### config.mk
export PLATFORM = sky130hd
export DESIGN_NAME = mem_arbiter
export DESIGN_NICKNAME = d
export VERILOG_FILES = /design/src/rtl/mem_arbiter.sv
export SDC_FILE = /design/constraint.sdc
export NUM_CORES = 1
export LEC_CHECK = 0
export CELL_PAD_IN_SITES_DETAIL_PLACEMENT = 1
export CELL_PAD_IN_SITES_GLOBAL_PLACEMENT = 1
export CORE_MARGIN = 2
export CORE_UTILIZATION = 34
export DETAILED_ROUTE_END_ITERATION = 10
export PLACE_DENSITY = 0.93
export SETUP_SLACK_MARGIN = 0.1
export SYNTH_ARGS = -nofsm -noshare
export SYNTH_HDL_FRONTEND = slang
export SYNTH_SLANG_ARGS = --single-unit
### constraint.sdc
create_clock -name clk -period 5.46 [get_ports clk]
set_input_delay 1.092 -clock clk [delete_from_list [all_inputs] [get_ports clk]]
set_output_delay 1.092 -clock clk [all_outputs]
set_load 0.02 [all_outputs]
### src/rtl/mem_arbiter.sv
// Shares one 16-bit big-endian memory between an instruction fetch port and a data port.
// state | meaning
// IDLE  | bus idle; arbitrate between pending fetch and data requests
// D_ACC | single data access in progress
// I_HI  | reading instruction halfword {tag,2'b00} into i_opcode[31:16]
// I_LO  | reading instruction halfword {tag,2'b10} into i_opcode[15:0]
module mem_arbiter (
    input  logic        clk,
    input  logic        rst,
    input  logic [15:0] i_pc,
    output logic [31:0] i_opcode,
    output logic        i_rdy,
    input  logic        d_assert,
    input  logic        d_cmd,
    input  logic [15:0] d_addr,
    input  logic        d_be0,
    input  logic        d_be1,
    input  logic [15:0] d_wdata,
    output logic [15:0] d_rdata,
    output logic        d_rdy,
    output logic        m_req,
    output logic        m_we,
    output logic [15:0] m_addr,
    output logic [1:0]  m_be,
    output logic [15:0] m_wdata,
    input  logic [15:0] m_rdata,
    input  logic        m_ack
);
    typedef enum logic [1:0] {IDLE, D_ACC, I_HI, I_LO} state_t;

    state_t      state, state_nx;
    logic        last_data, last_data_nx;
    logic        valid, valid_nx;
    logic [13:0] tag, tag_nx;
    logic [31:0] i_opcode_nx;
    logic        d_rdy_nx;
    logic [15:0] d_rdata_nx;
    logic        m_req_nx, m_we_nx;
    logic [15:0] m_addr_nx, m_wdata_nx;
    logic [1:0]  m_be_nx;
    logic        data_pend, fetch_pend, grant_data, d_word, acked;
    logic        unused_pc;

    assign unused_pc  = ^i_pc[1:0];
    assign i_rdy      = valid && (tag == i_pc[15:2]);
    assign data_pend  = d_assert && !d_rdy;
    assign fetch_pend = !i_rdy;
    // On contention the requester not served last wins.
    assign grant_data = data_pend && (!fetch_pend || !last_data);
    assign d_word     = d_be0 && d_be1;
    assign acked      = m_req && m_ack;

    always_comb begin
        state_nx     = state;
        last_data_nx = last_data;
        valid_nx     = valid;
        tag_nx       = tag;
        i_opcode_nx  = i_opcode;
        d_rdy_nx     = 1'b0;
        d_rdata_nx   = d_rdata;
        m_req_nx     = m_req;
        m_we_nx      = m_we;
        m_addr_nx    = m_addr;
        m_be_nx      = m_be;
        m_wdata_nx   = m_wdata;
        case (state)
            IDLE: begin
                if (grant_data) begin
                    state_nx     = D_ACC;
                    last_data_nx = 1'b1;
                    m_req_nx     = 1'b1;
                    m_we_nx      = d_cmd;
                    m_addr_nx    = {d_addr[15:1], 1'b0};
                    m_be_nx      = d_word ? 2'b11 : (d_addr[0] ? 2'b01 : 2'b10);
                    m_wdata_nx   = d_word ? d_wdata : {d_wdata[7:0], d_wdata[7:0]};
                end else if (fetch_pend) begin
                    // Tag is captured now and stays invalid until the pair is complete.
                    state_nx     = I_HI;
                    last_data_nx = 1'b0;
                    valid_nx     = 1'b0;
                    tag_nx       = i_pc[15:2];
                    m_req_nx     = 1'b1;
                    m_we_nx      = 1'b0;
                    m_addr_nx    = {i_pc[15:2], 2'b00};
                    m_be_nx      = 2'b11;
                end
            end
            D_ACC: begin
                if (acked) begin
                    state_nx = IDLE;
                    d_rdy_nx = 1'b1;
                    m_req_nx = 1'b0;
                    m_we_nx  = 1'b0;
                    if (!m_we) begin
                        if (m_be == 2'b11)
                            d_rdata_nx = m_rdata;
                        else if (m_be[1])
                            d_rdata_nx = {8'h00, m_rdata[15:8]};
                        else
                            d_rdata_nx = {8'h00, m_rdata[7:0]};
                    end
                end
            end
            I_HI: begin
                if (acked) begin
                    state_nx              = I_LO;
                    i_opcode_nx[31:16]    = m_rdata;
                    m_addr_nx             = {tag, 2'b10};
                end
            end
            I_LO: begin
                if (acked) begin
                    state_nx           = IDLE;
                    i_opcode_nx[15:0]  = m_rdata;
                    valid_nx           = 1'b1;
                    m_req_nx           = 1'b0;
                end
            end
            default: state_nx = IDLE;
        endcase
    end

    always_ff @(posedge clk) begin
        if (rst) begin
            state     <= IDLE;
            last_data <= 1'b0;
            valid     <= 1'b0;
            tag       <= 14'd0;
            i_opcode  <= 32'd0;
            d_rdy     <= 1'b0;
            d_rdata   <= 16'd0;
            m_req     <= 1'b0;
            m_we      <= 1'b0;
            m_addr    <= 16'd0;
            m_be      <= 2'b00;
            m_wdata   <= 16'd0;
        end else begin
            state     <= state_nx;
            last_data <= last_data_nx;
            valid     <= valid_nx;
            tag       <= tag_nx;
            i_opcode  <= i_opcode_nx;
            d_rdy     <= d_rdy_nx;
            d_rdata   <= d_rdata_nx;
            m_req     <= m_req_nx;
            m_we      <= m_we_nx;
            m_addr    <= m_addr_nx;
            m_be      <= m_be_nx;
            m_wdata   <= m_wdata_nx;
        end
    end
endmodule

==> impl_metrics.json, run 1 <==
{
  "place_congestion": 0.885,
  "overflow": 0,
  "ys_ff_latch": 102,
  "hold_path_class": "register to register",
  "wl_um": 15200,
  "startpoint_type": "primary input",
  "die_area_mm2": 0.0134,
  "wl_per_cell_um": 19.1,
  "nFillCells": 1404,
  "syn_area_per_cell_um2": 8.61,
  "vias": 4178,
  "async_flop_share": 0,
  "synth_ff_type": "dfxtp_1",
  "start_util": 0.351,
  "crit_family": "buffers and inverters",
  "syn_nets": 564,
  "coreArea_mm2": 0.0121,
  "slowest_delay_ps": 720,
  "grt_pass1_vias": 4457,
  "finalSetupViolations": 0,
  "num_antenna_cells": 0,
  "max-slew-margin-rel": 0.186,
  "maxCapViolCount": 0,
  "via_per_inst": 5.25,
  "total_power_uw": 2030,
  "ant_nets": 0,
  "synth_warnings": 0,
  "path_max_fanout": 4,
  "drtIter0Drc": 144,
  "layout-drive-gt1-share": 0.0494,
  "hpwl_um": 11200,
  "worstSetupPathType": "primary input to output pin",
  "crit_buf_inv": 2,
  "portBuffers": 153,
  "grt_max_degree": 50,
  "antenna_found_initial": 0,
  "rsz0062_at_grt": "no",
  "fin_crit_sh": 0.785,
  "status": "finished clean",
  "die_w_um": 116,
  "cts-hold-fix-buffers": 0,
  "cts.root.buffer_cell": "clkbuf_16",
  "cts.clk_slew.worst_paths_ps": 70,
  "crit_path_frequent_cell": "clkdlybuf4s50_1",
  "synth_area_mm2": 0.00425,
  "rows": 40,
  "fin_crit_ps": 4290,
  "worst_clock_skew_ps": 8.03,
  "syn-instance-count": 493,
  "drcViolationCount": 0,
  "grt_pass1_wl_um": 23600,
  "area_growth_pct": 44.6,
  "cellLeakagePower_uw": 0.00221,
  "cp.required_ps": 4370,
  "powerDensity_mw_per_mm2": 331,
  "fmax_mhz": 233,
  "vdd_drop_max_mv": 0.155,
  "fin_tns_setup_ps": 0,
  "ctsHtreeMaxLevel": 3,
  "hold_slack_ps": 458,
  "grt_use_total": 0.230,
  "crit_path_end_kind": "output pin",
  "arrival_ps": 3190,
  "clock_path_buffers": 2,
  "hold_viol_final": 0,
  "ios": 157,
  "ys_seq_area_frac": 0.481,
  "synth_edf_count": 0,
  "yosysUniqueCellTypes": 37,
  "postCtsSetupRepairBufs": 0,
  "slew_viol_final": 0,
  "worst_pin_slew_ps": 1220,
  "cts.sinks": 102,
  "die_height_um": 116,
  "path_cells": "clkdlybuf4s50_1, xnor2_1, nand4_1, nor4_4, clkdlybuf4s50_1",
  "final_nets": 694,
  "numCtsBuffers": 9,
  "cp_slowest_cell": "clkdlybuf4s50_1",
  "drt_first_pass_iters": 4,
  "clock_latency_ps": 350,
  "cts.repair.resized": 0,
  "cts_tree": "yes"
}
==> cells in the mapped netlist (all sizes together) (2+ instances only) <==
library cell,n,area share
a211oi,17,0.030
a21oi,54,0.064
and2,2,0.0029
and3,8,0.012
buf,11,0.016
clkbuf,29,0.028
dfxtp,102,0.48
inv,14,0.012
mux2i,30,0.071
nand2,79,0.070
nand2b,4,0.0059
nand3,5,0.0059
nand4,11,0.018
nor2,45,0.040
nor2b,2,0.0029
nor3,25,0.029
nor4,2,0.010
o22ai,14,0.021
o32ai,13,0.027
or3,2,0.0041
xnor2,14,0.029
==> placed cells by master (no fill, tap or decap), drive strengths merged, types with 2 or more instances in the layout <==
| cell type | netlist | layout |
|---|---|---|
| or3 | 2 | 2 |
| buf | 11 | 7 |
| and3 | 8 | 8 |
| clkinvlp | 0 | 2 |
| nand2 | 79 | 79 |
| a211oi | 17 | 17 |
| dfxtp | 102 | 102 |
| nor2 | 45 | 45 |
| nor2b | 2 | 2 |
| a21oi | 54 | 54 |
| clkbuf | 29 | 12 |
| and2 | 2 | 2 |
| nor3 | 25 | 25 |
| inv | 14 | 15 |
| nor4 | 2 | 2 |
| o32ai | 13 | 13 |
| o22ai | 14 | 14 |
| xnor2 | 14 | 14 |
| nand3 | 5 | 5 |
| nand2b | 4 | 4 |
| nand4 | 11 | 11 |
| clkdlybuf4s50 | 0 | 152 |
| mux2i | 30 | 30 |
==> metrics by stage <==
step	instance area, µm²	util	instances	setup WS, ps
6_report	6140	0.507	796	1170
5_1_grt	6140	0.507	796	1080
4_1_cts	6140	0.507	796	1180
3_5_place_dp	5840	0.483	780	1180
3_3_place_gp	5840	0.483	780	1220
2_1_floorplan	4250	-	493	2400
==> per-layer routing <==
metal / global-route usage / vias to the layer above / routed length, µm
met5: 0 / - / 0
met4: 0.137 / 0 / 716
met3: 0.0539 / 48 / 723
met2: 0.387 / 127 / 7490
met1: 0.267 / 2021 / 6310
li1: - / 1982 / -
==> registers in the layout (all words and copies together), names as in the netlist, 2 cells and up <==
signal / count
m_addr: 15
d_rdata: 16
m_be: 2
tag: 14
state: 2
i_opcode: 32
m_wdata: 16
==> cell families (layout without fill, tap and decap cells) <==
kind of cell | after synthesis | count (layout) | share of synthesized area
AO/OA/AOI/OAI | 105 | 105 | 0.157
AND/OR/NAND/NOR | 186 | 186 | 0.202
buffers and inverters | 54 | 189 | 0.0569
other | 1 | 1 | 0.000883
XOR/XNOR | 14 | 14 | 0.0289
multiplexers | 31 | 31 | 0.0734
flip-flops | 102 | 102 | 0.481
==> where the power goes <==
part	internal [µW]	leakage (µW)	switching, µW	total, µW
Combinational	242	0.00123	290	533
Clock	348	0.000141	284	632
Sequential	812	0.000832	57.4	870
Total	1400	0.00221	632	2030
==> worst reg2reg max path: stages, from the launching register on <==
cell and delay, ps:
dfxtp_1 350, xnor2_1 260, nand4_2 190, nor4_4 470, a21boi_2 250, o21bai_1 1000, o32ai_1 240
==> worst paths after layout <==
path / start / endpoint / slack (ps) / depth (start not counted)
worst max-delay path: i_pc[7] / i_rdy / 1170 / 5
worst min register to register: d_rdata[11] / d_rdata[11] / 460 / 2
worst min-delay path: d_rdata[11] / d_rdata[11] / 460 / 2
worst max register to register: tag[1] / m_addr[11] / 2550 / 6
==> final cells by class <==
class                      instances  area, µm²  share of cell area
clock buffer                      12        267              0.0434
clock inverter                     4       28.8             0.00469
inverter                          14       52.6             0.00856
multi-input combinational        337       1970               0.321
sequential                       102       2040               0.333
tap                              168        210              0.0342
timing repair buffer             159       1570               0.256
Note: power is estimated with default switching activity, not from simulation.
==> inputs of run 2 (changes only) <==
--- a/config.mk
+++ b/config.mk
@@ -8,9 +8,9 @@
 export CELL_PAD_IN_SITES_DETAIL_PLACEMENT = 1
 export CELL_PAD_IN_SITES_GLOBAL_PLACEMENT = 1
 export CORE_MARGIN = 2
-export CORE_UTILIZATION = 34
+export CORE_UTILIZATION = 29
 export DETAILED_ROUTE_END_ITERATION = 10
-export PLACE_DENSITY = 0.93
+export PLACE_DENSITY = 0.85
 export SETUP_SLACK_MARGIN = 0.1
 export SYNTH_ARGS = -nofsm -noshare
 export SYNTH_HDL_FRONTEND = slang
==> constraint.sdc (replaced) <==
create_clock -name clk -period 3.46 [get_ports clk]
set_input_delay 0.692 -clock clk [delete_from_list [all_inputs] [get_ports clk]]
set_output_delay 0.692 -clock clk [all_outputs]
set_load 0.02 [all_outputs]
==> run 2 against run 1 <==
Non-clock buffer count rose by 6. First-iteration DRC count rose by 26%. Die area rose by 17%. Combinational power rose by 58%. Critical path type unchanged. Largest power group unchanged. Highest routed layer unchanged.
==> impl_metrics.json, run 2 (synthesized netlist as in run 1, its figures left out) <==
{
  "die_w_um": 125,
  "place_congestion": 0.916,
  "cts.root.buffer_cell": "clkbuf_16",
  "cp.required_ps": 2770,
  "regMostFlops": "i_opcode",
  "layout_common_cells": "clkdlybuf4s50_1, dfxtp_1, nand2_1, a21oi_1, nor2_1",
  "drt_first_pass_iters": 4,
  "rows": 44,
  "rsz0062_at_grt": "no",
  "vias": 4118,
  "final_nets": 700,
  "ctsHtreeMaxLevel": 3,
  "arrival_ps": 2240,
  "hold_viol_final": 0,
  "die_height_um": 125,
  "hpwl_um": 11100,
  "worst_pin_slew_ps": 834,
  "layout_setup_ws_ps": 530,
  "reg_top3": "i_opcode (32), d_rdata (16), m_wdata (16)",
  "r2r_slack_ps": 1170,
  "status": "finished clean",
  "layout-drive-gt1-share": 0.0584,
  "portBuffers": 153,
  "place_ws_ps": 166,
  "grt_use_total": 0.190,
  "maxCapViolCount": 0,
  "num_antenna_cells": 0,
  "largest_reg_flops": 32,
  "grt_max_degree": 49,
  "slew_viol_final": 0,
  "fin_crit_ps": 2930,
  "crit_path_end_kind": "output pin",
  "startpoint_type": "primary input",
  "vdd_drop_max_mv": 0.302,
  "grt_pass1_vias": 4469,
  "max-slew-margin-rel": 0.443,
  "die_area_mm2": 0.0156,
  "cts-hold-fix-buffers": 0,
  "final_common_cell": "clkdlybuf4s50_1",
  "start_util": 0.294,
  "cellLeakagePower_uw": 0.00226,
  "worstSetupPathType": "primary input to output pin",
  "cts.sinks": 102,
  "path_max_fanout": 3,
  "drcViolationCount": 0,
  "hold_slack_ps": 456,
  "finalSetupViolations": 0,
  "wl_per_cell_um": 18.3,
  "ant_nets": 0,
  "grt_pass1_wl_um": 23700,
  "final_core_util": 0.431,
  "cts.clk_slew.worst_paths_ps": 70,
  "fin_crit_sh": 0.847,
  "powerDensity_mw_per_mm2": 523,
  "drtIter0Drc": 181,
  "ios": 157,
  "fin_tns_setup_ps": 0,
  "clock_latency_ps": 350,
  "fmax_mhz": 341,
  "clock_path_buffers": 2,
  "worst_clock_skew_ps": 8.39,
  "hold_path_class": "register to register",
  "via_per_inst": 5.03,
  "wl_um": 15000,
  "numCtsBuffers": 9,
  "antenna_found_initial": 0,
  "area_growth_pct": 46.3,
  "overflow": 0,
  "total_power_uw": 3250,
  "cts_tree": "yes",
  "coreArea_mm2": 0.0144
}
## run 2: cell count changes in the layout (fill, tap and decap cells not counted), sizes merged
| cell | delta |
|---|---|
| buf | +6 |
| clkinv | +3 |
| bufinv | +1 |
| clkdlybuf4s50 | -1 |
| clkbuf | -3 |
| dlymetal6s2s | +1 |
| clkinvlp | -1 |
## run 2: path summary, 6_finish.rpt
path,from,cells past startpoint,end
worst max-delay path,i_pc[7],5,i_rdy
worst min-delay path,d_rdata[15],2,d_rdata[15]
worst max register to register,state[1],5,m_addr[12]
worst min register to register,d_rdata[15],2,d_rdata[15]
## run 2: stage by stage
step | std cells | area (µm²)
after floorplan | 493 | 4250
after global placement | 802 | 5910
after detailed placement | 802 | 5910
after CTS | 818 | 6210
after global routing | 818 | 6210
final | 818 | 6210
## run 2: metal layers
metal,vias up,share of wire,track usage
met3,28,0.051,0.0466
met4,0,0.031,0.0752
met5,-,0,0
li1,1989,-,-
met1,1993,0.42,0.224
met2,108,0.50,0.333
## run 2: worst max-delay path, cell delays in order
cell and delay (ps):
clkdlybuf4s50_1 550, xnor2_1 170, nand4_1 230, nor4_4 310, dlymetal6s2s_1 290
## run 2: power breakdown
part / internal, µW / leakage (µW) / total, µW / switching [µW]
Combinational: 392 / 0.00128 / 842 / 451
Sequential: 1280 / 0.000832 / 1370 / 92.6
Clock: 564 / 0.000146 / 1030 / 468
Total: 2240 / 0.00226 / 3250 / 1010
## run 2: final cells by class
type,count,area [µm²]
fill,1697,8210
tap,184,230
clock buffer,9,225
multi-input combinational,337,1970
inverter,14,52.6
sequential,102,2040
clock inverter,7,73.8
timing repair buffer,165,1620
## run 2: timing repair
action / 4_1_cts / 5_1_grt
setup buffers: 0 / 0
setup endpoints to repair: 0 / 1
resized for setup: 0 / 1
endpoints found under the hold margin: 0 / 0
==> inputs of run 3 (changes only) <==
==> constraint.sdc (replaced) <==
create_clock -name clk -period 2.6 [get_ports clk]
set_input_delay 0.52 -clock clk [delete_from_list [all_inputs] [get_ports clk]]
set_output_delay 0.52 -clock clk [all_outputs]
set_load 0.02 [all_outputs]
==> run 3 against run 2 <==
Count of clock-buffer cells in the layout rose by 2. Utilization increased by 4.3 points. Total power increased by 45%. Register-to-register slack worse by 930 ps. Sequential share of layout area down 3.0 points. Setup slack got worse by 490 ps. Largest cell class is now multi-input combinational cells. Largest power group unchanged.
==> impl_metrics.json, run 3 (synthesized netlist as in run 1, its figures left out) <==
{
  "status": "finished clean",
  "final_common_cell": "clkdlybuf4s50_1",
  "grt_use_total": 0.202,
  "busiest_layer": "met2",
  "cellLeakagePower_uw": 0.00261,
  "hold_path_class": "register to register",
  "cp.required_ps": 2860,
  "grt_max_degree": 76,
  "ant_nets": 0,
  "crit_path_end_kind": "register",
  "cts.clk_slew.worst_paths_ps": 80,
  "die_height_um": 125,
  "overflow": 0,
  "worstSetupPathType": "primary input to register",
  "fin_crit_sh": 0.985,
  "place_congestion": 0.920,
  "layout-drive-gt1-share": 0.150,
  "wl_um": 17500,
  "reg_top3": "i_opcode (32), d_rdata (16), m_wdata (16)",
  "maxCapViolCount": 0,
  "path_cells": "clkdlybuf4s50_1, xnor2_1, nand4_1, buf_4, nor4_4, buf_4, buf_4, a21boi_4, or3_4, o32ai_2",
  "drcViolationCount": 0,
  "fmax_mhz": 390,
  "die_w_um": 125,
  "antenna_found_initial": 1,
  "via_per_inst": 5.20,
  "rows": 44,
  "wl_per_cell_um": 20.4,
  "largest_reg_flops": 32,
  "vdd_drop_max_mv": 0.403,
  "hpwl_um": 11500,
  "cts_tree": "yes",
  "grt_pass1_vias": 4717,
  "worst_pin_slew_ps": 600,
  "crit_path_frequent_cell": "buf_4",
  "regMostFlops": "i_opcode",
  "ios": 157,
  "clock_path_buffers": 2,
  "path_max_fanout": 7,
  "powerDensity_mw_per_mm2": 688,
  "drt_first_pass_iters": 4,
  "grt_pass1_wl_um": 25300,
  "dpl_cell_area_mm2": 0.00614,
  "place_ws_ps": -426,
  "finalSetupViolations": 0,
  "final_nets": 738,
  "clock_latency_ps": 350,
  "portBuffers": 153,
  "fin_crit_ps": 2560,
  "worst_clock_skew_ps": 13.8,
  "grt_use_met1": 0.242,
  "nFillCells": 1644,
  "layout_setup_ws_ps": 37.7,
  "cts.root.buffer_cell": "clkbuf_16",
  "cp_slowest_cell": "clkdlybuf4s50_1",
  "vias": 4453,
  "max-slew-margin-rel": 0.599,
  "coreArea_mm2": 0.0144,
  "area_growth_pct": 60.8,
  "hold_viol_final": 0,
  "ctsHtreeMaxLevel": 3,
  "grt_use_met3": 0.0394,
  "slowest_delay_ps": 540,
  "cts.sinks": 102,
  "met2_usage": 0.357,
  "drtIter0Drc": 190,
  "startpoint_type": "primary input",
  "numCtsBuffers": 9,
  "layout_common_cells": "clkdlybuf4s50_1, dfxtp_1, nand2_1, a21oi_1, nor2_1",
  "die_area_mm2": 0.0156,
  "fin_area_mm2": 0.00683,
  "slew_viol_final": 0,
  "start_util": 0.294,
  "arrival_ps": 2820
}
run 3: area by class of cell:
cell class / instances / area, µm² / share of cell area
well taps: 184 / 230 / 0.0337
inverters: 14 / 52.6 / 0.00769
multi-input cells: 338 / 2190 / 0.321
diodes: 1 / 2.50 / 0.000366
clock inverters: 5 / 63.8 / 0.00934
repair buffers: 202 / 2000 / 0.292
clock buffers: 11 / 253 / 0.0370
flip-flops and latches: 102 / 2040 / 0.299
run 3: path summary, 6_finish.rpt:
path	startpoint	end	slack, ps	cells past startpoint
worst min register to register	i_opcode[31]	i_opcode[31]	460	2
worst max-delay path	i_pc[15]	m_addr[6]	40	10
worst min-delay path	i_opcode[31]	i_opcode[31]	460	2
worst max register to register	tag[1]	m_addr[6]	240	8
run 3: power breakdown:
group / total, µW / internal [µW] / switching, µW
registers: 1830 / 1710 / 121
clock network: 1440 / 809 / 628
logic: 1430 / 687 / 746
total: 4700 / 3200 / 1500
run 3: metal layers:
| layer | wire, µm | part of all wire |
|---|---|---|
| met5 | 0 | 0 |
| met4 | 578 | 0.033 |
| met3 | 760 | 0.043 |
| met2 | 8860 | 0.51 |
| met1 | 7320 | 0.42 |
run 3: worst max-delay path: cells and delay by family:
kind            cells  cell delay [ps]
buf+inv             4             1040
simple gates        3              860
compound gates      2              250
xor+xnor            1              140
run 3: what timing repair did:
| item | 4_1_cts | 5_1_grt |
|---|---|---|
| pin swaps | 4 | 14 |
| buffers inserted | 4 | 1 |
| endpoints found under the setup margin | 33 | 35 |
| hold buffers | 0 | 0 |
| gates resized for setup | 12 | 41 |
| gates cloned | 0 | 5 |
run 3: per-stage QoR:
| step | power, µW | utilization | TNS (ps) | instances | hold slack [ps] |
|---|---|---|---|---|---|
| final | 4700 | 0.474 | 0 | 857 | 458 |
| after global routing | 4860 | 0.474 | -0.554 | 857 | 482 |
| after CTS | 4530 | 0.452 | 0 | 850 | 461 |
| after detailed placement | 3070 | 0.426 | -14650 | 830 | 452 |
| after global placement | 3020 | 0.426 | -8770 | 830 | 440 |
| after floorplan | 2490 | - | 0 | 493 | 469 |
